[config.mk]
export PLATFORM = sky130hd
export DESIGN_NAME = fp32_divider_flat
export DESIGN_NICKNAME = d
export VERILOG_FILES = /design/src/rtl/fp_div_pkg.sv /design/src/rtl/fp32_divider_if.sv /design/src/rtl/mant_restoring_div.sv /design/src/rtl/fp32_divider.sv /design/src/flat_wrapper.sv
export SDC_FILE = /design/constraint.sdc
export NUM_CORES = 1
export LEC_CHECK = 0
export CORE_AREA = 4 4 170 122
export CTS_CLUSTER_DIAMETER = 150
export DETAILED_ROUTE_END_ITERATION = 12
export DIE_AREA = 0 0 174 126
export PLACE_DENSITY = 0.74
export SLEW_MARGIN = 30
export SYNTH_ARGS = -nofsm -noshare
export SYNTH_HDL_FRONTEND = slang
export SYNTH_SLANG_ARGS = --single-unit
[constraint.sdc]
create_clock -name clk -period 4.56 [get_ports clk]
set_clock_uncertainty 0.2 [all_clocks]
set_input_delay 1.368 -clock clk [delete_from_list [all_inputs] [get_ports clk]]
set_output_delay 1.368 -clock clk [all_outputs]
set_load 0.005 [all_outputs]
[src/rtl/fp_div_pkg.sv]
// Shared constants, state encoding and operand field helpers for the
// sequential single-precision divider.
package fp_div_pkg;

    localparam int EXP_W = 8;
    localparam int MAN_W = 23;
    localparam int W     = 1 + EXP_W + MAN_W;
    localparam int BIAS  = 2**(EXP_W-1) - 1;
    localparam int ITER  = MAN_W + 2;

    localparam logic [W-1:0] QNAN = 32'h7FC0_0000;

    typedef enum logic [1:0] {IDLE, DIVIDE, NORM, DONE} state_t;

    typedef struct packed {
        logic invalid;
        logic div_by_zero;
        logic overflow;
        logic underflow;
    } flags_t;

    function automatic logic sign_of(input logic [W-1:0] x);
        return x[W-1];
    endfunction

    function automatic logic [EXP_W-1:0] exp_of(input logic [W-1:0] x);
        return x[W-2:MAN_W];
    endfunction

    function automatic logic [MAN_W-1:0] frac_of(input logic [W-1:0] x);
        return x[MAN_W-1:0];
    endfunction

endpackage

[src/rtl/fp32_divider_if.sv]
// Start/done handshake, operands and registered result/flags of the divider.
interface fp32_divider_if import fp_div_pkg::*; ();

    logic         start;
    logic [W-1:0] a;
    logic [W-1:0] b;
    logic         busy;
    logic         done;
    logic [W-1:0] result;
    logic         div_by_zero;
    logic         invalid;
    logic         overflow;
    logic         underflow;

    modport master (
        output start, a, b,
        input  busy, done, result, div_by_zero, invalid, overflow, underflow
    );

    modport slave (
        input  start, a, b,
        output busy, done, result, div_by_zero, invalid, overflow, underflow
    );

endinterface

[src/rtl/mant_restoring_div.sv]
// Restoring mantissa divider: one quotient bit per step, MSB first.
module mant_restoring_div import fp_div_pkg::*; (
    input  logic             clk,
    input  logic             rst_n,
    input  logic             load,
    input  logic             step,
    input  logic [MAN_W:0]   ma,
    input  logic [MAN_W:0]   mb,
    output logic [MAN_W+1:0] q,
    output logic             last
);

    localparam int CNT_W = $clog2(ITER);

    logic [MAN_W+1:0] rem;
    logic [MAN_W:0]   div_r;
    logic [CNT_W-1:0] cnt;
    logic             ge;
    logic [MAN_W+1:0] rem_next;

    // The remainder stays below twice the divisor, so the shifted value fits.
    always_comb begin
        ge       = rem >= {1'b0, div_r};
        rem_next = (ge ? rem - {1'b0, div_r} : rem) << 1;
    end

    assign last = (cnt == CNT_W'(ITER - 1));

    always_ff @(posedge clk or negedge rst_n) begin
        if (!rst_n) begin
            rem   <= '0;
            div_r <= '0;
            q     <= '0;
            cnt   <= '0;
        end else if (load) begin
            rem   <= {1'b0, ma};
            div_r <= mb;
            q     <= '0;
            cnt   <= '0;
        end else if (step) begin
            rem   <= rem_next;
            q     <= {q[MAN_W:0], ge};
            cnt   <= cnt + CNT_W'(1);
        end
    end

endmodule

[src/rtl/fp32_divider.sv]
// Sequential IEEE-754 single-precision divider, flush-to-zero, truncating.
module fp32_divider import fp_div_pkg::*; (
    input  logic          clk,
    input  logic          rst_n,
    fp32_divider_if.slave io
);

    localparam logic [EXP_W-1:0]        EXP_MAX = '1;
    localparam logic signed [EXP_W+1:0] BIAS_E  = (EXP_W+2)'(BIAS);
    localparam logic signed [EXP_W+1:0] OVF_E   = (EXP_W+2)'(2**EXP_W - 1);
    localparam logic signed [EXP_W+1:0] ONE_E   = (EXP_W+2)'(1);
    localparam logic signed [EXP_W+1:0] ZERO_E  = '0;

    state_t                  state;
    logic                    sign_r;
    logic signed [EXP_W+1:0] exp_r;
    logic [W-1:0]            pend_result;
    flags_t                  pend_flags;

    logic             sa, sb, sign;
    logic [EXP_W-1:0] ea, eb;
    logic [MAN_W-1:0] fa, fb;
    logic             a_zero, a_inf, a_nan, b_zero, b_inf, b_nan;

    assign sa   = sign_of(io.a);
    assign sb   = sign_of(io.b);
    assign ea   = exp_of(io.a);
    assign eb   = exp_of(io.b);
    assign fa   = frac_of(io.a);
    assign fb   = frac_of(io.b);
    assign sign = sa ^ sb;

    assign a_zero = (ea == '0);
    assign b_zero = (eb == '0);
    assign a_inf  = (ea == EXP_MAX) && (fa == '0);
    assign b_inf  = (eb == EXP_MAX) && (fb == '0);
    assign a_nan  = (ea == EXP_MAX) && (fa != '0);
    assign b_nan  = (eb == EXP_MAX) && (fb != '0);

    logic         is_special;
    logic [W-1:0] spec_result;
    flags_t       spec_flags;

    // Earlier branches win: NaN-producing cases beat divide-by-zero beat inf/zero.
    always_comb begin
        is_special  = 1'b1;
        spec_result = '0;
        spec_flags  = '0;
        if (a_nan || b_nan || (a_zero && b_zero) || (a_inf && b_inf)) begin
            spec_result        = QNAN;
            spec_flags.invalid = 1'b1;
        end else if (b_zero) begin
            spec_result            = {sign, EXP_MAX, {MAN_W{1'b0}}};
            spec_flags.div_by_zero = 1'b1;
        end else if (a_inf) begin
            spec_result = {sign, EXP_MAX, {MAN_W{1'b0}}};
        end else if (a_zero || b_inf) begin
            spec_result = {sign, {(W-1){1'b0}}};
        end else begin
            is_special = 1'b0;
        end
    end

    logic signed [EXP_W+1:0] e_calc;
    assign e_calc = $signed({2'b00, ea}) - $signed({2'b00, eb}) + BIAS_E;

    logic             load, step, last;
    logic [MAN_W+1:0] q;

    assign load = (state == IDLE) && io.start && !is_special;
    assign step = (state == DIVIDE);

    mant_restoring_div u_mant (
        .clk   (clk),
        .rst_n (rst_n),
        .load  (load),
        .step  (step),
        .ma    ({1'b1, fa}),
        .mb    ({1'b1, fb}),
        .q     (q),
        .last  (last)
    );

    logic [MAN_W-1:0]        norm_frac;
    logic signed [EXP_W+1:0] norm_exp;
    logic [W-1:0]            norm_result;
    flags_t                  norm_flags;

    // A quotient below 1.0 lies in [0.5,1), so one left shift normalises it.
    always_comb begin
        norm_frac   = q[MAN_W+1] ? q[MAN_W:1] : q[MAN_W-1:0];
        norm_exp    = q[MAN_W+1] ? exp_r : exp_r - ONE_E;
        norm_flags  = '0;
        norm_result = {sign_r, norm_exp[EXP_W-1:0], norm_frac};
        if (norm_exp >= OVF_E) begin
            norm_flags.overflow = 1'b1;
            norm_result         = {sign_r, EXP_MAX, {MAN_W{1'b0}}};
        end else if (norm_exp <= ZERO_E) begin
            norm_flags.underflow = 1'b1;
            norm_result          = {sign_r, {(W-1){1'b0}}};
        end
    end

    always_ff @(posedge clk or negedge rst_n) begin
        if (!rst_n) begin
            state          <= IDLE;
            sign_r         <= 1'b0;
            exp_r          <= '0;
            pend_result    <= '0;
            pend_flags     <= '0;
            io.busy        <= 1'b0;
            io.done        <= 1'b0;
            io.result      <= '0;
            io.invalid     <= 1'b0;
            io.div_by_zero <= 1'b0;
            io.overflow    <= 1'b0;
            io.underflow   <= 1'b0;
        end else begin
            io.done <= 1'b0;
            case (state)
                IDLE: begin
                    if (io.start) begin
                        io.busy <= 1'b1;
                        sign_r  <= sign;
                        exp_r   <= e_calc;
                        if (is_special) begin
                            pend_result <= spec_result;
                            pend_flags  <= spec_flags;
                            state       <= DONE;
                        end else begin
                            state <= DIVIDE;
                        end
                    end
                end
                DIVIDE: begin
                    if (last) state <= NORM;
                end
                NORM: begin
                    pend_result <= norm_result;
                    pend_flags  <= norm_flags;
                    state       <= DONE;
                end
                DONE: begin
                    io.result      <= pend_result;
                    io.invalid     <= pend_flags.invalid;
                    io.div_by_zero <= pend_flags.div_by_zero;
                    io.overflow    <= pend_flags.overflow;
                    io.underflow   <= pend_flags.underflow;
                    io.done        <= 1'b1;
                    io.busy        <= 1'b0;
                    state          <= IDLE;
                end
                default: state <= IDLE;
            endcase
        end
    end

endmodule

[src/flat_wrapper.sv]
// flat-port wrapper written by rule: the top's interface ports become plain ports
module fp32_divider_flat import fp_div_pkg::*;
  (clk, rst_n, io_start, io_a, io_b, io_busy, io_done, io_result, io_div_by_zero, io_invalid, io_overflow, io_underflow);
  fp32_divider_if io_i ();
  input  logic clk;
  input  logic rst_n;
  input wire logic [$bits(io_i.start)-1:0] io_start;
  input wire logic [$bits(io_i.a)-1:0] io_a;
  input wire logic [$bits(io_i.b)-1:0] io_b;
  output wire logic [$bits(io_i.busy)-1:0] io_busy;
  output wire logic [$bits(io_i.done)-1:0] io_done;
  output wire logic [$bits(io_i.result)-1:0] io_result;
  output wire logic [$bits(io_i.div_by_zero)-1:0] io_div_by_zero;
  output wire logic [$bits(io_i.invalid)-1:0] io_invalid;
  output wire logic [$bits(io_i.overflow)-1:0] io_overflow;
  output wire logic [$bits(io_i.underflow)-1:0] io_underflow;
  assign io_i.start = io_start;
  assign io_i.a = io_a;
  assign io_i.b = io_b;
  assign io_busy = io_i.busy;
  assign io_done = io_i.done;
  assign io_result = io_i.result;
  assign io_div_by_zero = io_i.div_by_zero;
  assign io_invalid = io_i.invalid;
  assign io_overflow = io_i.overflow;
  assign io_underflow = io_i.underflow;
  fp32_divider u_core (.clk(clk), .rst_n(rst_n), .io(io_i));
endmodule
# Yosys cells after proc, flatten, opt, wreduce, memory -nomap -nowiden
# Index checks and enable logic that the tools add are counted.
[totals]
elab_cells = 102
register_bits = 166
[op_classes]
n_eq_ne = 9
magnitude_cmp = 3
reduce_logical = 27
addsub = 5
n_bitwise = 1
n_mux = 38
[ops]
columns = ["op", "count"]
rows = [
  ["$mux W32", 6],
  ["$mux W25", 4],
  ["$pmux W32 S2", 1],
  ["$mux W31", 2],
  ["$logic_not A23 Y1", 2],
  ["$reduce_bool A23 Y1", 2],
  ["$ge A25 B24 Y1", 1],
  ["$mux W24", 1],
  ["$sub A24 B24 Y24", 1],
  ["$mux W23", 1],
  ["$eq A8 B8 Y1 const B", 2],
  ["$logic_not A8 Y1", 2],
  ["$mux W1", 12],
  ["$add A10 B8 Y10 const B", 1],
  ["$ge A10 B9 Y1 const B", 1],
  ["$le A10 B1 Y1 const B", 1],
  ["$mux W10", 1],
  ["$mux W5", 2],
  ["$sub A10 B2 Y10 const B", 1],
  ["$sub A8 B8 Y9", 1],
  ["$logic_and A1 B1 Y1", 8],
  ["$mux W4", 2],
  ["$pmux W2 S4", 1],
  ["$pmux W4 S2", 1],
  ["other kinds (15)", 26],
]

# Longest topological paths before layout
# Gate-level depths: netlist of run 1.
[logic_depth]
depth_word = 10
depth_mapped = 13

# By module
# Synthesis of run 1 repeated with hierarchy kept, for this count alone.
[unflattened]
cells_unflattened = 947
hier_area_um2 = 9391.5
[by_module_without_submodules]
columns = ["module", "area_per_inst_um2", "cells_per_inst", "n_inst"]
rows = [
  ["mant_restoring_div", 4775.8, 515, 1],
  ["fp32_divider", 4615.7, 432, 1],
]

# Worst setup path before layout of run 1
# Ideal clock, no wire load.
[synth_timing]
path_kind = "in2reg"
from = "in io_a[23]"
to = "reg u_core.exp_r[8]"
path_slack_ns = 0.886
setup_ns = 0.135
arrival_time_ns = 3.339
cell_stages = 12
t_required_ns = 4.225
cell_sequence = "inv_1 -> ha_1 -> inv_1 -> fa_1 -> a21o_1 -> a21oi_1 -> nor2b_1 -> o31ai_1 -> a21bo_2 -> a32oi_1 -> xnor2_1 -> o21ai_0"
[synth_between]
elab_chain_len = 2
[synth_rtl]
columns = ["item", "line", "rtl"]
rows = [
  ["start: declaration", "flat_wrapper.sv:8", "input wire logic [$bits(io_i.a)-1:0] io_a;"],
  ["$sub A8 B8 Y9", "fp32_divider.sv:65", "assign e_calc = $signed({2'b00, ea}) - $signed({2'b00, eb}) + BIAS_E;"],
  ["$add A10 B8 Y10", "fp32_divider.sv:65", ""],
  ["end signal: assignment", "fp32_divider.sv:125", "exp_r <= e_calc;"],
  ["end: declaration", "fp32_divider.sv:16", "logic signed [EXP_W+1:0] exp_r;"],
]
# No other way between the ends.
# A chain may end at the register's enable or synchronous reset.

# Worst setup path in the final report of run 1
[layout_timing]
from = "in io_b[23]"
to = "reg u_core.exp_r[8]"
[layout_between]
elab_chain_len = 2
[layout_rtl]
columns = ["item", "line", "rtl"]
rows = [
  ["start: declaration", "flat_wrapper.sv:9", "input wire logic [$bits(io_i.b)-1:0] io_b;"],
  ["$sub A8 B8 Y9", "fp32_divider.sv:65", ""],
  ["$add A10 B8 Y10", "fp32_divider.sv:65", ""],
]
# No other way between the ends.

==> results of run 1 <==
area by class of cell:
cell class | instances | area, µm² | area share
Clock buffer | 17 | 425 | 0.0375
Timing Repair Buffer | 123 | 1220 | 0.108
Sequential cell | 166 | 4150 | 0.366
Inverter | 56 | 210 | 0.0185
Clock inverter | 15 | 166 | 0.0147
Tap cell | 242 | 303 | 0.0267
Multi-Input combinational cell | 726 | 4860 | 0.429
placed cells by master, fill, tap and decap left out, types with 9 or more instances in the layout:
master and n:
nor2_1 86, mux2i_1 55, mux2_2 38, nand4_1 12, xnor2_1 31, nand2_1 98, a21o_1 9, o21ai_0 100
inv_1 56, clkbuf_16 17, nand2b_1 10, a21oi_1 48, clkdlybuf4s50_1 103, ha_1 38, nor4_1 17, or3_1 13
nor3_1 14, dfrtp_1 166, o31ai_1 9, buf_4 16, and2_1 9, and3_1 11, xor2_1 12, nand3_1 12
where the power goes:
part	total [mW]	internal, mW	switching (mW)	leakage [nW]
combinational	4.51	1.97	2.54	2.50
clock	1.44	0.777	0.659	0.284
sequential	2.40	2.01	0.391	2.15
flip-flops by register name (all words and copies together) (netlist names), 2 cells and up:
signal,count
u_core.exp_r,10
u_core.io.result,32
u_core.pend_flags,4
u_core.pend_result,32
u_core.state,2
u_core.u_mant.cnt,5
u_core.u_mant.div_r,24
u_core.u_mant.q,25
u_core.u_mant.rem,25
metrics by stage:
| stage | hold WS, ns | setup slack [ns] | cell area [µm²] | utilization | instances |
|---|---|---|---|---|---|
| final | 0.251 | 0.576 | 11300 | 0.600 | 1345 |
| after floorplan | 0.218 | 0.886 | 9420 | - | 1000 |
| after CTS | 0.253 | 0.604 | 11300 | 0.600 | 1345 |
| after global placement | 0.239 | 0.273 | 10800 | 0.568 | 1313 |
| after global routing | 0.296 | 0.355 | 11300 | 0.600 | 1345 |
| after detailed placement | 0.238 | 0.154 | 10800 | 0.568 | 1313 |
worst paths after layout:
kind	end	slack (ns)	depth (start not counted)
max reg2reg	u_core.u_mant.rem[21]	0.87	10
max	u_core.exp_r[8]	0.58	12
min reg2reg	u_core.u_mant.div_r[23]	0.25	2
min in group asynchronous	u_core.u_mant.div_r[5]	0.77	1
max in group asynchronous	u_core.u_mant.rem[21]	2.57	2
min	u_core.u_mant.div_r[23]	0.25	2
logic make-up (layout without fill, tap and decap cells):
kind of cell,after synthesis,in the layout,share of synthesized area
adder cells (fa/ha/maj),42,42,0.0574
multiplexers,93,93,0.104
flip-flops,166,166,0.441
AND/OR/NAND/NOR,308,308,0.155
AO/OA/AOI/OAI,240,240,0.158
XOR/XNOR,43,43,0.0400
buffers and inverters,108,211,0.0446
metal layers:
layer  GRT usage  share of wire  vias to the layer above  routed length, µm
li1            -              -                     3736                  -
met1       0.320           0.50                     3632              11500
met2       0.311           0.42                      206               9630
met3      0.0548          0.067                       19               1550
met4      0.0521         0.0099                        0                227
met5           0              0                        -                  0
worst reg2reg max path: cells and delay by family, from the launching register on:
kind / cells / cell delay, ns
AO/OA/AOI/OAI: 5 / 1.41
AND/OR/NAND/NOR: 3 / 0.92
flip-flops: 1 / 0.42
adder cells (fa/ha/maj): 1 / 0.40
buffers and inverters: 1 / 0.23
==> reports/qor.yml, run 1 <==
syn-cell-area_mm2: 0.00942
drive_above_1_share: 0.0934
synthesis.nets: 1109
p_total_mw: 8.34
ir_worst_vdd_v: 0.000338
holdCritStartpoint: "u_core.u_mant.div_r[23]"
dr_total_vias: 7593
slew_viol_final: 0
fp.coreArea_mm2: 0.0189
synthTopCellsByArea: "dfrtp_1, mux2i_1, ha_1"
hold_buffers: 0
postSynth.asyncResetShare: 1.00
cts_sinks: 166
synth_warnings: 0
areaGrowthSynthToFinish_pct: 20.4
fin_nets: 1199
drtIter0Drc: 640
netlist.area_leader.share: 0.441
cts_tree: "built"
n_antenna_cell: 0
critPathSlowestCell: "clkdlybuf4s50_1"
p_per_area_mw_per_mm2: 735
synth_most_common_cell: "dfrtp_1"
tightest_slew_ns: 0.933
post-dp-hpwl_mm: 16.9
hold_violations: 0
portBuffers: 104
ys_top_cells_by_count: "dfrtp_1, o21ai_0, nand2_1"
postCtsSetupRepairBufs: 0
ios: 105
routedWlPerCell_um: 17.1
synth_flop_cell: "dfrtp_1"
synth_edf_count: 0
antenna_found_initial: 0
cp_cell_sequence: "clkdlybuf4s50_1 > ha_1 > inv_1 > fa_1 > a21o_1 > a21oi_1 > nor2b_1 > o31ai_1 > a21bo_2 > a32oi_1 > xnor2_1 > o21ai_0"
slew_headroom: 0.378
via_per_inst: 5.65
fillCellCount: 1660
grt-ovfl-total: 0
start_util: 0.498
clk_pin_slew_ns: 0.07
status: "finished, final reports clean"
worstSetupStartpoint: "io_b[23]"
total_leakage_power_nw: 4.93
end_kind: "flip-flop"
htreeDepth: 4
avgSynthCellArea_um2: 9.42
critical_path.max_stage_delay_ns: 0.53
max_freq_mhz: 251
first_global_vias: 7479
r2r-start: "u_core.u_mant.rem[4]"
clock_path_buffers: 2
rows: 42
cts_buffers: 17
critPathKind: "input pin to flip-flop"
cp-start-kind: "input pin"
setup_viol: 0
rsz0062_at_grt: "false"
die_width_um: 174
worstPathMaxFanout: 4
dieHeight_um: 126
ys_seq_elements: 166
period_share: 0.874
drtAntennaViolNets: 0
ctsRootBufferMaster: "clkbuf_16"
grt_pass1_wl_mm: 38.5
globalplace.congestion: 0.938
grt_max_degree: 78
ys_seq_area_frac: 0.441
cts_resized: 0
hold_class: "flip-flop to flip-flop"
crit_family: "compound AO/OA/AOI/OAI gates"
final.setup.tns_ns: 0
cap_violations: 0
syn_inst: 1000
finalCriticalPeriod_ns: 3.98
grt_usage: 0.214
synth_top_cell_by_area: "dfrtp_1"
totalWireLength_mm: 22.9
worstPathArrival_ns: 4.09
drc_errors: 0
ys_types: 67
worstPathRequired_ns: 4.67
clk_latency_ns: 0.43
dieArea_mm2: 0.0219
drtPass1Iterations: 5
worst-path-buf-inv: 2
Note: power is estimated with default switching activity, not from simulation.
==> run 2: changes to the inputs <==
--- a/config.mk
+++ b/config.mk
@@ -9,6 +9,7 @@
 export CTS_CLUSTER_DIAMETER = 150
 export DETAILED_ROUTE_END_ITERATION = 12
 export DIE_AREA = 0 0 174 126
+export MAX_ROUTING_LAYER = met4
 export PLACE_DENSITY = 0.74
 export SLEW_MARGIN = 30
 export SYNTH_ARGS = -nofsm -noshare
==> run 2 against run 1 <==
Compared with the run above:
- register-to-register slack lost 0.13 ns
- non-clock buffer count is the same
- sequential cell count is the same
- die area is the same
- clock-buffer cell count grew 1
- maximum frequency grew 2.4%
- power grew 0.49%
- sequential share of layout area is essentially flat
- combinational power is essentially flat
- critical endpoint is now u_core.exp_r[9]
==> reports/qor.yml, run 2 (same netlist as run 1, synthesis figures left out) <==
hold_buffers: 0  # unchanged
htreeDepth: 4  # unchanged
finalCriticalPeriod_ns: 3.89  # -0.0922 ns
worstPathArrival_ns: 4.04  # -0.05 ns
largestRegisters: "u_core.io.result: 32 flops, u_core.pend_result: 32 flops"
layout.cells.most_common_list: "dfrtp_1, clkdlybuf4s50_1, o21ai_0"
p_per_area_mw_per_mm2: 739  # +0.47%
ios: 105  # unchanged
top_layer: "met4"
cts_sinks: 166  # unchanged
fillCellCount: 1615  # -2.7%
worst-path-buf-inv: 2  # unchanged
hold_class: "flip-flop to flip-flop"
crit_top_cell: "o21ai_0"
crit_family: "compound AO/OA/AOI/OAI gates"
ir_worst_vdd_v: 0.000321  # -5.3%
drtIter0Drc: 550  # -14%
wl_met1_mm: 11.5  # -0.42%
final.setup.tns_ns: 0  # unchanged
tightest_slew_ns: 0.786  # -0.148 ns
cts_buffers: 17  # unchanged
die_width_um: 174  # unchanged
slew_viol_final: 0  # unchanged
cap_violations: 0  # unchanged
post-dp-hpwl_mm: 16.8  # -0.79%
drive_above_1_share: 0.0925  # -0.000907
finalWorstSetupSlack_ns: 0.668  # +0.0922 ns
totalWireLength_mm: 23.0  # +0.31%
max_freq_mhz: 257  # +2.4%
drc_errors: 0  # unchanged
areaGrowthSynthToFinish_pct: 20.5  # about the same
fp.coreArea_mm2: 0.0189  # unchanged
setup_viol: 0  # unchanged
first_global_vias: 7426  # -0.71%
grt_pass1_wl_mm: 38.4  # -0.12%
clk_pin_slew_ns: 0.06  # about the same
grt-ovfl-total: 0  # unchanged
ctsRootBufferMaster: "clkbuf_16"
end_kind: "flip-flop"
cts_tree: "built"
rows: 42  # unchanged
wl_met2_mm: 9.66  # +0.37%
critPathKind: "input pin to flip-flop"
dr_total_vias: 7700  # +1.4%
slew_headroom: 0.476  # +0.0978
drtAntennaViolNets: 0  # unchanged
rsz0062_at_grt: "false"
critPathSlowestCell: "clkdlybuf4s50_1"
via_per_inst: 5.72  # +1.4%
routedWlPerCell_um: 17.1  # +0.31%
place_worst_setup_slack_ns: 0.230  # +0.0757 ns
dieArea_mm2: 0.0219  # unchanged
dr_wl_met3_mm: 1.51  # -2.2%
period_share: 0.854  # -0.0202
grt_max_degree: 72  # -7.7%
fin_nets: 1199  # unchanged
mostFrequentLayoutCell: "dfrtp_1"
status: "finished, final reports clean"
globalplace.congestion: 0.955  # +1.7%
cp_cell_sequence: "clkdlybuf4s50_1 > ha_1 > inv_1 > fa_1 > a21o_1 > a21oi_1 > xnor2_1 > or3_1 > nor3b_1 > o21ai_0 > o21ai_0"
portBuffers: 104  # unchanged
antenna_found_initial: 0  # unchanged
postCtsSetupRepairBufs: 0  # unchanged
dieHeight_um: 126  # unchanged
worstPathMaxFanout: 4  # unchanged
hold_violations: 0  # unchanged
clock_path_buffers: 2  # unchanged
grt_usage: 0.221  # +0.00708
n_antenna_cell: 0  # unchanged
clk_latency_ns: 0.44  # about the same
total_leakage_power_nw: 4.94  # +0.10%
drtPass1Iterations: 7  # +2
cp-start-kind: "input pin"
start_util: 0.498  # unchanged
critical_path.max_stage_delay_ns: 0.51  # -0.02 ns
worstPathRequired_ns: 4.71  # +0.04 ns
cts_resized: 0  # unchanged
==> run 2: changes by cell type in the layout (fill, tap and decap cells not counted), sizes merged <==
cell / delta
clkinvlp: -1
inv: -1
clkbuf: +1
bufinv: +1
==> run 2: area by class of cell <==
| class | count | area, µm² | area share |
|---|---|---|---|
| Clock buffer | 18 | 429 | 0.0378 |
| Clock inverter | 14 | 168 | 0.0148 |
| Inverter | 56 | 210 | 0.0185 |
| Multi-Input combinational cell | 726 | 4870 | 0.429 |
| Sequential cell | 166 | 4150 | 0.366 |
| Tap cell | 242 | 303 | 0.0267 |
| Timing Repair Buffer | 123 | 1210 | 0.107 |
==> run 2: final timing paths <==
path | startpoint | to | slack [ns] | cells past startpoint
max in group asynchronous | rst_n | u_core.u_mant.rem[16] | 2.61 | 2
max | io_b[23] | u_core.exp_r[9] | 0.67 | 11
min | u_core.u_mant.div_r[23] | u_core.u_mant.div_r[23] | 0.27 | 2
min in group asynchronous | rst_n | u_core.u_mant.div_r[5] | 0.72 | 1
min reg2reg | u_core.u_mant.div_r[23] | u_core.u_mant.div_r[23] | 0.27 | 2
max reg2reg | u_core.u_mant.rem[18] | u_core.u_mant.rem[17] | 0.74 | 10
==> run 2: stage by stage <==
step / util / instances / hold WS [ns] / cell area, µm² / total power [mW]
global placement: 0.568 / 1313 / 0.239 / 10700 / 6.75
global route: 0.600 / 1345 / 0.293 / 11300 / 9.05
CTS: 0.599 / 1345 / 0.276 / 11300 / 8.35
floorplan: - / 1000 / 0.218 / 9420 / 5.65
detailed placement: 0.568 / 1313 / 0.243 / 10700 / 6.84
finish: 0.600 / 1345 / 0.271 / 11300 / 8.38
==> run 2: worst reg2reg max path, delay by kind of cell (launching register included) <==
kind,cells,cell delay [ns]
and+or+nand+nor,3,0.75
DFF,1,0.40
adders and majority gates,1,0.37
AOI/OAI and AO/OA,5,1.70
buffers and inverters,1,0.30
==> run 2: where the power goes <==
group,leakage [nW],switching (mW),internal (mW)
registers,2.15,0.394,2.01
clock network,0.291,0.646,0.824
logic,2.50,2.54,1.97
==> run 2: per-layer routing <==
metal  vias to the layer above  track usage
met1                      3710        0.328
met4                         0       0.0633
met5                         -            -
met3                        30       0.0479
met2                       230        0.302
li1                       3730            -
